[config.mk]
export PLATFORM = sky130hd
export DESIGN_NAME = servo_pwm_multi_flat
export DESIGN_NICKNAME = d
export VERILOG_FILES = /design/src/rtl/servo_pwm_multi_if.sv /design/src/rtl/servo_pwm_multi.sv /design/src/flat_wrapper.sv
export SDC_FILE = /design/constraint.sdc
export NUM_CORES = 1
export LEC_CHECK = 0
export BUFFER_PORTS_ARGS = -buffer_cell sky130_fd_sc_hd__buf_2
export CORE_MARGIN = 2
export CORE_UTILIZATION = 42
export DETAILED_ROUTE_END_ITERATION = 8
export SETUP_SLACK_MARGIN = 0.15
export SLEW_MARGIN = 20
export SYNTH_ARGS = -nofsm -noshare
export SYNTH_HDL_FRONTEND = slang
export SYNTH_SLANG_ARGS = --single-unit
[constraint.sdc]
create_clock -name clk -period 6.8 [get_ports clk]
set_input_delay 0.34 -clock clk [delete_from_list [all_inputs] [get_ports clk]]
set_output_delay 0.34 -clock clk [all_outputs]
set_load 0.03 [all_outputs]
[src/rtl/servo_pwm_multi_if.sv]
// Servo PWM bus: angle load strobes and enables in, pulses and status out.
interface servo_pwm_multi_if #(
    parameter int unsigned N_CH    = 2,
    parameter int unsigned ANGLE_W = 8
);
    logic [N_CH*ANGLE_W-1:0] angle;
    logic [N_CH-1:0]         angle_valid;
    logic [N_CH-1:0]         ch_en;
    logic [N_CH-1:0]         pwm;
    logic                    frame_start;
    logic [N_CH-1:0]         settled;

    modport master (
        output angle, angle_valid, ch_en,
        input  pwm, frame_start, settled
    );

    modport slave (
        input  angle, angle_valid, ch_en,
        output pwm, frame_start, settled
    );
endinterface

[src/rtl/servo_pwm_multi.sv]
// N-channel servo PWM generator sharing one frame counter. Each channel maps
// an angle code to a clamped pulse width; the active width only changes at
// frame boundaries and moves at most STEP_MAX per frame (0 = no limit).
module servo_pwm_multi #(
    parameter int unsigned N_CH         = 2,
    parameter int unsigned ANGLE_W      = 8,
    parameter int unsigned CNT_W        = 28,
    parameter int unsigned PERIOD_TICKS = 2000000,
    parameter int unsigned MIN_PULSE    = 50000,
    parameter int unsigned MAX_PULSE    = 250000,
    parameter int unsigned SCALE        = 784,
    parameter int unsigned CENTER_PULSE = 150000,
    parameter int unsigned STEP_MAX     = 20000
) (
    input  logic              clk,
    input  logic              rst,
    servo_pwm_multi_if.slave  bus
);

    localparam logic [CNT_W-1:0] LAST_TICK = CNT_W'(PERIOD_TICKS - 1);
    localparam logic [CNT_W-1:0] MIN_C     = CNT_W'(MIN_PULSE);
    localparam logic [CNT_W-1:0] MAX_C     = CNT_W'(MAX_PULSE);
    localparam logic [CNT_W-1:0] SCALE_C   = CNT_W'(SCALE);
    localparam logic [CNT_W-1:0] CENTER_C  = CNT_W'(CENTER_PULSE);
    localparam logic [CNT_W-1:0] STEP_C    = CNT_W'(STEP_MAX);

    // Parameter sanity: pulse ordering, counter range, and mapping headroom.
    if (!(MIN_PULSE <= CENTER_PULSE && CENTER_PULSE <= MAX_PULSE &&
          MAX_PULSE < PERIOD_TICKS)) begin : g_bad_pulse_range
        $error("servo_pwm_multi: need MIN_PULSE <= CENTER_PULSE <= MAX_PULSE < PERIOD_TICKS");
    end
    if (longint'(PERIOD_TICKS) >= (longint'(1) << CNT_W)) begin : g_bad_cnt_w
        $error("servo_pwm_multi: PERIOD_TICKS does not fit in CNT_W bits");
    end
    if ((longint'(MIN_PULSE) + ((longint'(1) << ANGLE_W) - 1) * longint'(SCALE))
        >= (longint'(1) << CNT_W)) begin : g_bad_map_w
        $error("servo_pwm_multi: angle mapping overflows CNT_W bits");
    end

    logic [CNT_W-1:0] cnt;
    logic             frame_end;
    logic [CNT_W-1:0] cur      [N_CH];
    logic [CNT_W-1:0] tgt      [N_CH];
    logic [CNT_W-1:0] mapped   [N_CH];
    logic [CNT_W-1:0] cur_next [N_CH];
    logic [N_CH-1:0]  pwm_q;
    logic [N_CH-1:0]  settled_q;
    logic             frame_start_q;

    assign frame_end       = (cnt == LAST_TICK);
    assign bus.pwm         = pwm_q;
    assign bus.settled     = settled_q;
    assign bus.frame_start = frame_start_q;

    // Shared frame counter; frame_start lines up with cnt==0 being visible.
    always_ff @(posedge clk or negedge rst) begin
        if (!rst) begin
            cnt           <= '0;
            frame_start_q <= 1'b0;
        end else begin
            cnt           <= frame_end ? '0 : cnt + CNT_W'(1);
            frame_start_q <= frame_end;
        end
    end

    // Angle code to pulse width, clamped to the safe maximum.
    always_comb begin
        for (int unsigned i = 0; i < N_CH; i++) begin
            mapped[i] = MIN_C + CNT_W'(bus.angle[i*ANGLE_W +: ANGLE_W]) * SCALE_C;
            if (mapped[i] > MAX_C) begin
                mapped[i] = MAX_C;
            end
        end
    end

    // Slew-limited step of the active width toward the target.
    always_comb begin
        for (int unsigned i = 0; i < N_CH; i++) begin
            cur_next[i] = tgt[i];
            if (STEP_MAX != 0) begin
                if (tgt[i] > cur[i]) begin
                    if (tgt[i] - cur[i] > STEP_C) begin
                        cur_next[i] = cur[i] + STEP_C;
                    end
                end else if (cur[i] - tgt[i] > STEP_C) begin
                    cur_next[i] = cur[i] - STEP_C;
                end
            end
        end
    end

    // Per-channel target capture, boundary update, pulse and settled flags.
    // A strobe on the boundary edge lands in tgt while cur uses the old tgt.
    always_ff @(posedge clk or negedge rst) begin
        if (!rst) begin
            for (int unsigned i = 0; i < N_CH; i++) begin
                cur[i] <= CENTER_C;
                tgt[i] <= CENTER_C;
            end
            pwm_q     <= '0;
            settled_q <= '1;
        end else begin
            for (int unsigned i = 0; i < N_CH; i++) begin
                if (bus.angle_valid[i]) begin
                    tgt[i] <= mapped[i];
                end
                if (frame_end) begin
                    cur[i] <= cur_next[i];
                end
                pwm_q[i]     <= bus.ch_en[i] & (cnt < cur[i]);
                settled_q[i] <= (cur[i] == tgt[i]);
            end
        end
    end

endmodule

[src/flat_wrapper.sv]
// flat-port wrapper written by rule: the top's interface ports become plain ports
module servo_pwm_multi_flat 
#(
    parameter int unsigned N_CH         = 2,
    parameter int unsigned ANGLE_W      = 8,
    parameter int unsigned CNT_W        = 28,
    parameter int unsigned PERIOD_TICKS = 2000000,
    parameter int unsigned MIN_PULSE    = 50000,
    parameter int unsigned MAX_PULSE    = 250000,
    parameter int unsigned SCALE        = 784,
    parameter int unsigned CENTER_PULSE = 150000,
    parameter int unsigned STEP_MAX     = 20000
)
  (clk, rst, bus_angle, bus_angle_valid, bus_ch_en, bus_pwm, bus_frame_start, bus_settled);
  servo_pwm_multi_if #(.N_CH(N_CH), .ANGLE_W(ANGLE_W)) bus_i ();
  input  logic clk;
  input  logic rst;
  input wire logic [$bits(bus_i.angle)-1:0] bus_angle;
  input wire logic [$bits(bus_i.angle_valid)-1:0] bus_angle_valid;
  input wire logic [$bits(bus_i.ch_en)-1:0] bus_ch_en;
  output wire logic [$bits(bus_i.pwm)-1:0] bus_pwm;
  output wire logic [$bits(bus_i.frame_start)-1:0] bus_frame_start;
  output wire logic [$bits(bus_i.settled)-1:0] bus_settled;
  assign bus_i.angle = bus_angle;
  assign bus_i.angle_valid = bus_angle_valid;
  assign bus_i.ch_en = bus_ch_en;
  assign bus_pwm = bus_i.pwm;
  assign bus_frame_start = bus_i.frame_start;
  assign bus_settled = bus_i.settled;
  servo_pwm_multi #(.N_CH(N_CH), .ANGLE_W(ANGLE_W), .CNT_W(CNT_W), .PERIOD_TICKS(PERIOD_TICKS), .MIN_PULSE(MIN_PULSE), .MAX_PULSE(MAX_PULSE), .SCALE(SCALE), .CENTER_PULSE(CENTER_PULSE), .STEP_MAX(STEP_MAX)) u_core (.clk(clk), .rst(rst), .bus(bus_i));
endmodule
# Yosys cells after proc, flatten, opt, wreduce, memory -nomap -nowiden
# Index checks and enable logic that the tools add are counted.
# W data, S select, Z words.
dict set report word_totals {
  input_bits 22
  reg_bits 145
  wordCells 45
}
dict set report classes {
  addsub 11
  muxes 9
  order_cmp 10
  bitwise 2
  n_mul 2
  n_eq_ne 3
}
# cell count
set op_table {}
lappend op_table {{$mux W28} 9}
lappend op_table {{$gt A28 B15 Y1 const B} 4}
lappend op_table {{$sub A28 B28 Y28} 4}
lappend op_table {{$add A28 B15 Y28 const B} 2}
lappend op_table {{$eq A28 B28 Y1} 2}
lappend op_table {{$gt A28 B18 Y1 const B} 2}
lappend op_table {{$gt A28 B28 Y1} 2}
lappend op_table {{$lt A28 B28 Y1} 2}
lappend op_table {{$sub A28 B15 Y28 const B} 2}
lappend op_table {{$add A16 B18 Y19 const A} 2}
lappend op_table {{$add A28 B1 Y28 const B} 1}
lappend op_table {{$eq A28 B21 Y1 const B} 1}
lappend op_table {{$mul A8 B6 Y14 const B} 2}
lappend op_table {{$and A1 B1 Y1} 2}

# Depth between registers and ports, before layout
dict set report depth {
  word_depth 4
  mapped_depth 18
  mapped_depth_nobuf 17
}

# Least setup slack after synthesis
# Ideal clock, no wire load.
dict set report synth_timing {
  path_type {input -> register}
  start {input bus_angle[10]}
  end {register u_core.tgt[6] (netlist name)}
  path_buffers 0
  required_time_ps 6704
  stages 14
  setup_slack_ps 2854
  arrival_ps 3851
  cell_sequence {inv_1 ha_1 xnor2_1 ha_1 ha_1 ha_1 fa_1 xnor2_1 nand2b_1 nor2_1 or3_1 a31oi_1 nand2_1 o32ai_1}
}
dict set report synth_via {
  elab_chain_cells 4
}
# item line
set synth_lines {}
lappend synth_lines {{start, declared} flat_wrapper.sv:18} ;# input wire logic [$bits(bus_i.angle)-1:0] bus_angle;
lappend synth_lines {{$mul A8 B6 Y14 (*)} servo_pwm_multi.sv:69} ;# mapped[i] = MIN_C + CNT_W'(bus.angle[i*ANGLE_W +: ANGLE_W]) * SCALE_C;
lappend synth_lines {{$add A16 B18 Y19 (*)} servo_pwm_multi.sv:69}
lappend synth_lines {{$gt A28 B18 Y1} servo_pwm_multi.sv:70} ;# if (mapped[i] > MAX_C) begin
lappend synth_lines {{$mux W28 (*)} servo_pwm_multi.sv:70}
lappend synth_lines {{end signal, assigned by index} servo_pwm_multi.sv:105} ;# tgt[i] <= mapped[i];
lappend synth_lines {{end, declared} servo_pwm_multi.sv:43} ;# logic [CNT_W-1:0] tgt [N_CH];
# Mark *: on every way between the ends. The rest lies on a longest branch, timed or not.
# A chain may end at the register's enable or synchronous reset.

# Final worst setup path
dict set report layout_timing {
  start {register u_core.tgt[4] (netlist name)}
  end {register u_core.cur[4] (netlist name)}
}
dict set report layout_via {
  elab_chain_cells 4
  word_cells_on_any_way 8
}
# item line
set layout_lines {}
lappend layout_lines {{$sub A28 B28 Y28, on equally long branches} {servo_pwm_multi.sv:85, servo_pwm_multi.sv:82}}
lappend layout_lines {{$gt A28 B15 Y1, on equally long branches} {servo_pwm_multi.sv:85, servo_pwm_multi.sv:82}}
lappend layout_lines {{$mux W28, on equally long branches} {servo_pwm_multi.sv:85, servo_pwm_multi.sv:82}}
lappend layout_lines {{$mux W28 (*)} servo_pwm_multi.sv:81} ;# if (tgt[i] > cur[i]) begin
lappend layout_lines {{end signal, assigned by index} servo_pwm_multi.sv:108} ;# cur[i] <= cur_next[i];
lappend layout_lines {{end, declared} servo_pwm_multi.sv:42} ;# logic [CNT_W-1:0] cur [N_CH];
# Marked as above.

==> impl_metrics.ini <==
[synth]
syn-instance-count = 1715
seq_cells_post_synth = 111
nets_in_the_synthesized_netlist = 1925
postSynth.topFlopCell = sky130_fd_sc_hd__dfrtp_1
ys_types = 99
sequential_fraction_of_the_synthesis_area_pct = 20.6
async_reset_ff_share_pct = 100
total_of_warnings_raised_by_yosys = 0
synth_edf_count = 0
mappedNetlistArea_um2 = 13700
syn_area_cell_um2 = 7.98

[clocking]
cts.path.max_buffers = 2
clock-root-buffer = sky130_fd_sc_hd__clkbuf_16
clock_tree.htree_level_count = 3
cts_resized = 0
clkLatencyLatePin_ns = 0.36
cts_num_sinks = 111
post_cts_hold_buffer_count = 1
tritoncts_clock_tree = yes
clk_transition_reported_paths_ns = 0.08
post_cts.repair.setup_buffers = 0
cts_buffers = 9

[cells_and_area]
fin_util_pct = 44.7
drive_above_1_share_pct = 7.61
register_area_um2 = 2820
mostFrequentLayoutCells = 182 x sky130_fd_sc_hd__ha_1, 136 x sky130_fd_sc_hd__a21oi_1, 125 x sky130_fd_sc_hd__nor2_1
fin_area_um2 = 14400
final_common_cell = sky130_fd_sc_hd__ha_1
multi_input_area_um2 = 10100
antenna-diode-count = 0
num-nets-final = 1900
areaGrowthSynthToFinish_pct = 5.45
final.fill_count = 3303

[critical_path]
worst-r2r-setup-slack_ns = 2.22
crit_path_max_fanout = 35
path_cells = ha_1, inv_1, fa_1, a211oi_2, nor4_1, a211oi_1, xor2_1, o311ai_0, nand4b_1, o41ai_4, buf_4, nand2_1, nor2_1, mux2i_1
arrival_ns = 4.86
worstSetupPathType = register to register
cell_type_of_the_slowest_stage_on_the_worst_timing_path = sky130_fd_sc_hd__dfstp_2
cp.required_ns = 7.08
cp-end-kind = register
critical-path-max-stage-delay_ns = 0.55
timing.rr.start = u_core.tgt[4]$_DFFE_PN1P_
rr_endpoint = u_core.cur[4]$_DFFE_PN1P_
crit_path_start_kind = register
ff2ff_path_depth = 14

[placed_design]
placed_cell_areas_um2 = 14100
io_buffer_count = 26
gpl_wtd_cong = 0.965
place.detailed.hpwl_um = 33300

[sta]
rsz0062_at_grt = no
maxClockFrequency_mhz = 218
timing_max_transition_violations_final = 0
max_slew.worst_pin.slew_ns = 1.14
layout_min_cycle_time_ns = 4.58
fin_worst_skew_ns = 0.0115
final_hold_viol_count = 0
final-setup-viol-count = 0
setup_tns_final_ns = 0
worst_slew_margin_rel_pct = 23.4
min_period_over_period_pct = 67.3

[power]
total_leakage_power_nw = 6.33
power-per-cell-area_nw_per_um2 = 237
ir_drop_v = 0.000142

[hold_path]
hp-class = primary input to register
hold-path-endpoint = u_core.bus.pwm[0]$_DFF_PN0_
timing.hold.worst_path_depth = 3
hold_path_startpoint = bus_ch_en[0]

[routing]
drt-initial-drc-count = 1369
ant_nets = 0
vias_after_detailed_routing = 13400
detail_route.first_pass.iterations = 6
drc = 0
detail_route.wirelength_um = 42400
avgRoutedWirePerCell_um = 19.8
route.detailed.vias_per_inst = 6.25

[floorplan]
placeableCoreArea_um2 = 32300
fp.dieH_um = 185
chip_width_um = 185
design.portCount = 27
placement_rows = 66
initial_core_util_pct = 42.4
die_area_um2 = 34100

[run_status]
run_status = finished, final reports clean

[global_route]
grt_max_degree = 73
grt_util_all_layers_pct = 25.1
via_count_of_the_first_global_routing_pass = 12700
globalRouteOverflowTotal = 0
antenna_found_initial = 0
grt_first_pass_wirelength_um = 68700

[run]
max-cap-violations = 0
stage by stage:
stage / total power [mW] / hold WS [ns] / setup WS, ns / cells
after floorplan: 2.34 / 0.0444 / 2.85 / 1715
after global routing: 3.67 / 0.230 / 1.99 / 2137
final: 3.43 / 0.224 / 2.22 / 2137
after CTS: 3.40 / 0.217 / 2.26 / 2137
after global placement: 2.83 / 0.363 / 2.02 / 2120
after detailed placement: 2.84 / 0.371 / 1.98 / 2120
critical path: cells and delay by family, from the launching register on:
kind / cells / cell delay (ns)
AO/OA/AOI/OAI: 4 / 1.18
multiplexers: 1 / 0.26
flip-flops: 1 / 0.55
adder cells (fa/ha/maj): 2 / 0.65
buffers and inverters: 2 / 0.47
AND/OR/NAND/NOR: 4 / 1.17
XOR/XNOR: 1 / 0.23
routing by layer:
layer	wire length [µm]	track usage, %
met5	0	0
met1	18900	33.5
met4	1290	9.06
met3	2130	2.25
met2	20100	42.4
where the power goes:
| group | switching, mW | total [mW] | leakage (nW) | internal [mW] |
|---|---|---|---|---|
| registers | 0.0640 | 0.807 | 1.39 | 0.743 |
| clock network | 0.254 | 0.542 | 0.144 | 0.288 |
| logic | 1.33 | 2.08 | 4.79 | 0.742 |
logic make-up after synthesis:
logic type | synth area share, %
multiplexers | 0.914
adder cells (fa/ha/maj) | 17.5
buffers and inverters | 5.51
AO/OA/AOI/OAI | 27.9
XOR/XNOR | 6.33
flip-flops | 20.6
AND/OR/NAND/NOR | 21.2
Yosys cell counts (41+ instances only):
master | number | area (µm²)
sky130_fd_sc_hd__ha_1 | 182 | 2280
sky130_fd_sc_hd__a21oi_1 | 136 | 681
sky130_fd_sc_hd__nor2_1 | 125 | 469
sky130_fd_sc_hd__inv_1 | 116 | 435
sky130_fd_sc_hd__nand2_1 | 114 | 428
sky130_fd_sc_hd__o21ai_0 | 102 | 510
sky130_fd_sc_hd__dfrtp_1 | 77 | 1930
sky130_fd_sc_hd__xnor2_1 | 66 | 578
sky130_fd_sc_hd__nand3_1 | 50 | 250
sky130_fd_sc_hd__nor3_1 | 45 | 225
sky130_fd_sc_hd__clkbuf_1 | 43 | 161
sky130_fd_sc_hd__nand4_1 | 41 | 257
flip-flops by register name, summed over array words and instances (netlist names):
register                flops
u_core.cur                 48
u_core.tgt                 30
u_core.bus.settled          2
u_core.bus.pwm              2
u_core.bus.frame_start      1
u_core.cnt                 28
layout make-up:
| type | count | share of cell area, % |
|---|---|---|
| clock buffers | 11 | 1.61 |
| clock inverters | 5 | 0.399 |
| inverters | 119 | 3.09 |
| multi-input cells | 1414 | 70.1 |
| flip-flops and latches | 111 | 19.5 |
| well taps | 442 | 3.83 |
| repair buffers | 35 | 1.40 |
worst max-delay path by stage:
stage | startpoint | to | slack, ns | cells past startpoint
after floorplan | bus_angle[10] | u_core.tgt[6]$_DFFE_PN1P_ | 2.85 | 14
after global placement | bus_angle[10] | u_core.tgt[6]$_DFFE_PN1P_ | 2.02 | 15
after detailed placement | bus_angle[10] | u_core.tgt[6]$_DFFE_PN1P_ | 1.98 | 16
after CTS | u_core.tgt[4]$_DFFE_PN1P_ | u_core.cur[4]$_DFFE_PN1P_ | 2.26 | 14
after global routing | u_core.tgt[4]$_DFFE_PN1P_ | u_core.cur[4]$_DFFE_PN1P_ | 1.99 | 14
final | u_core.tgt[4]$_DFFE_PN1P_ | u_core.cur[4]$_DFFE_PN1P_ | 2.22 | 14
Note: power is estimated with default switching activity, not from simulation.
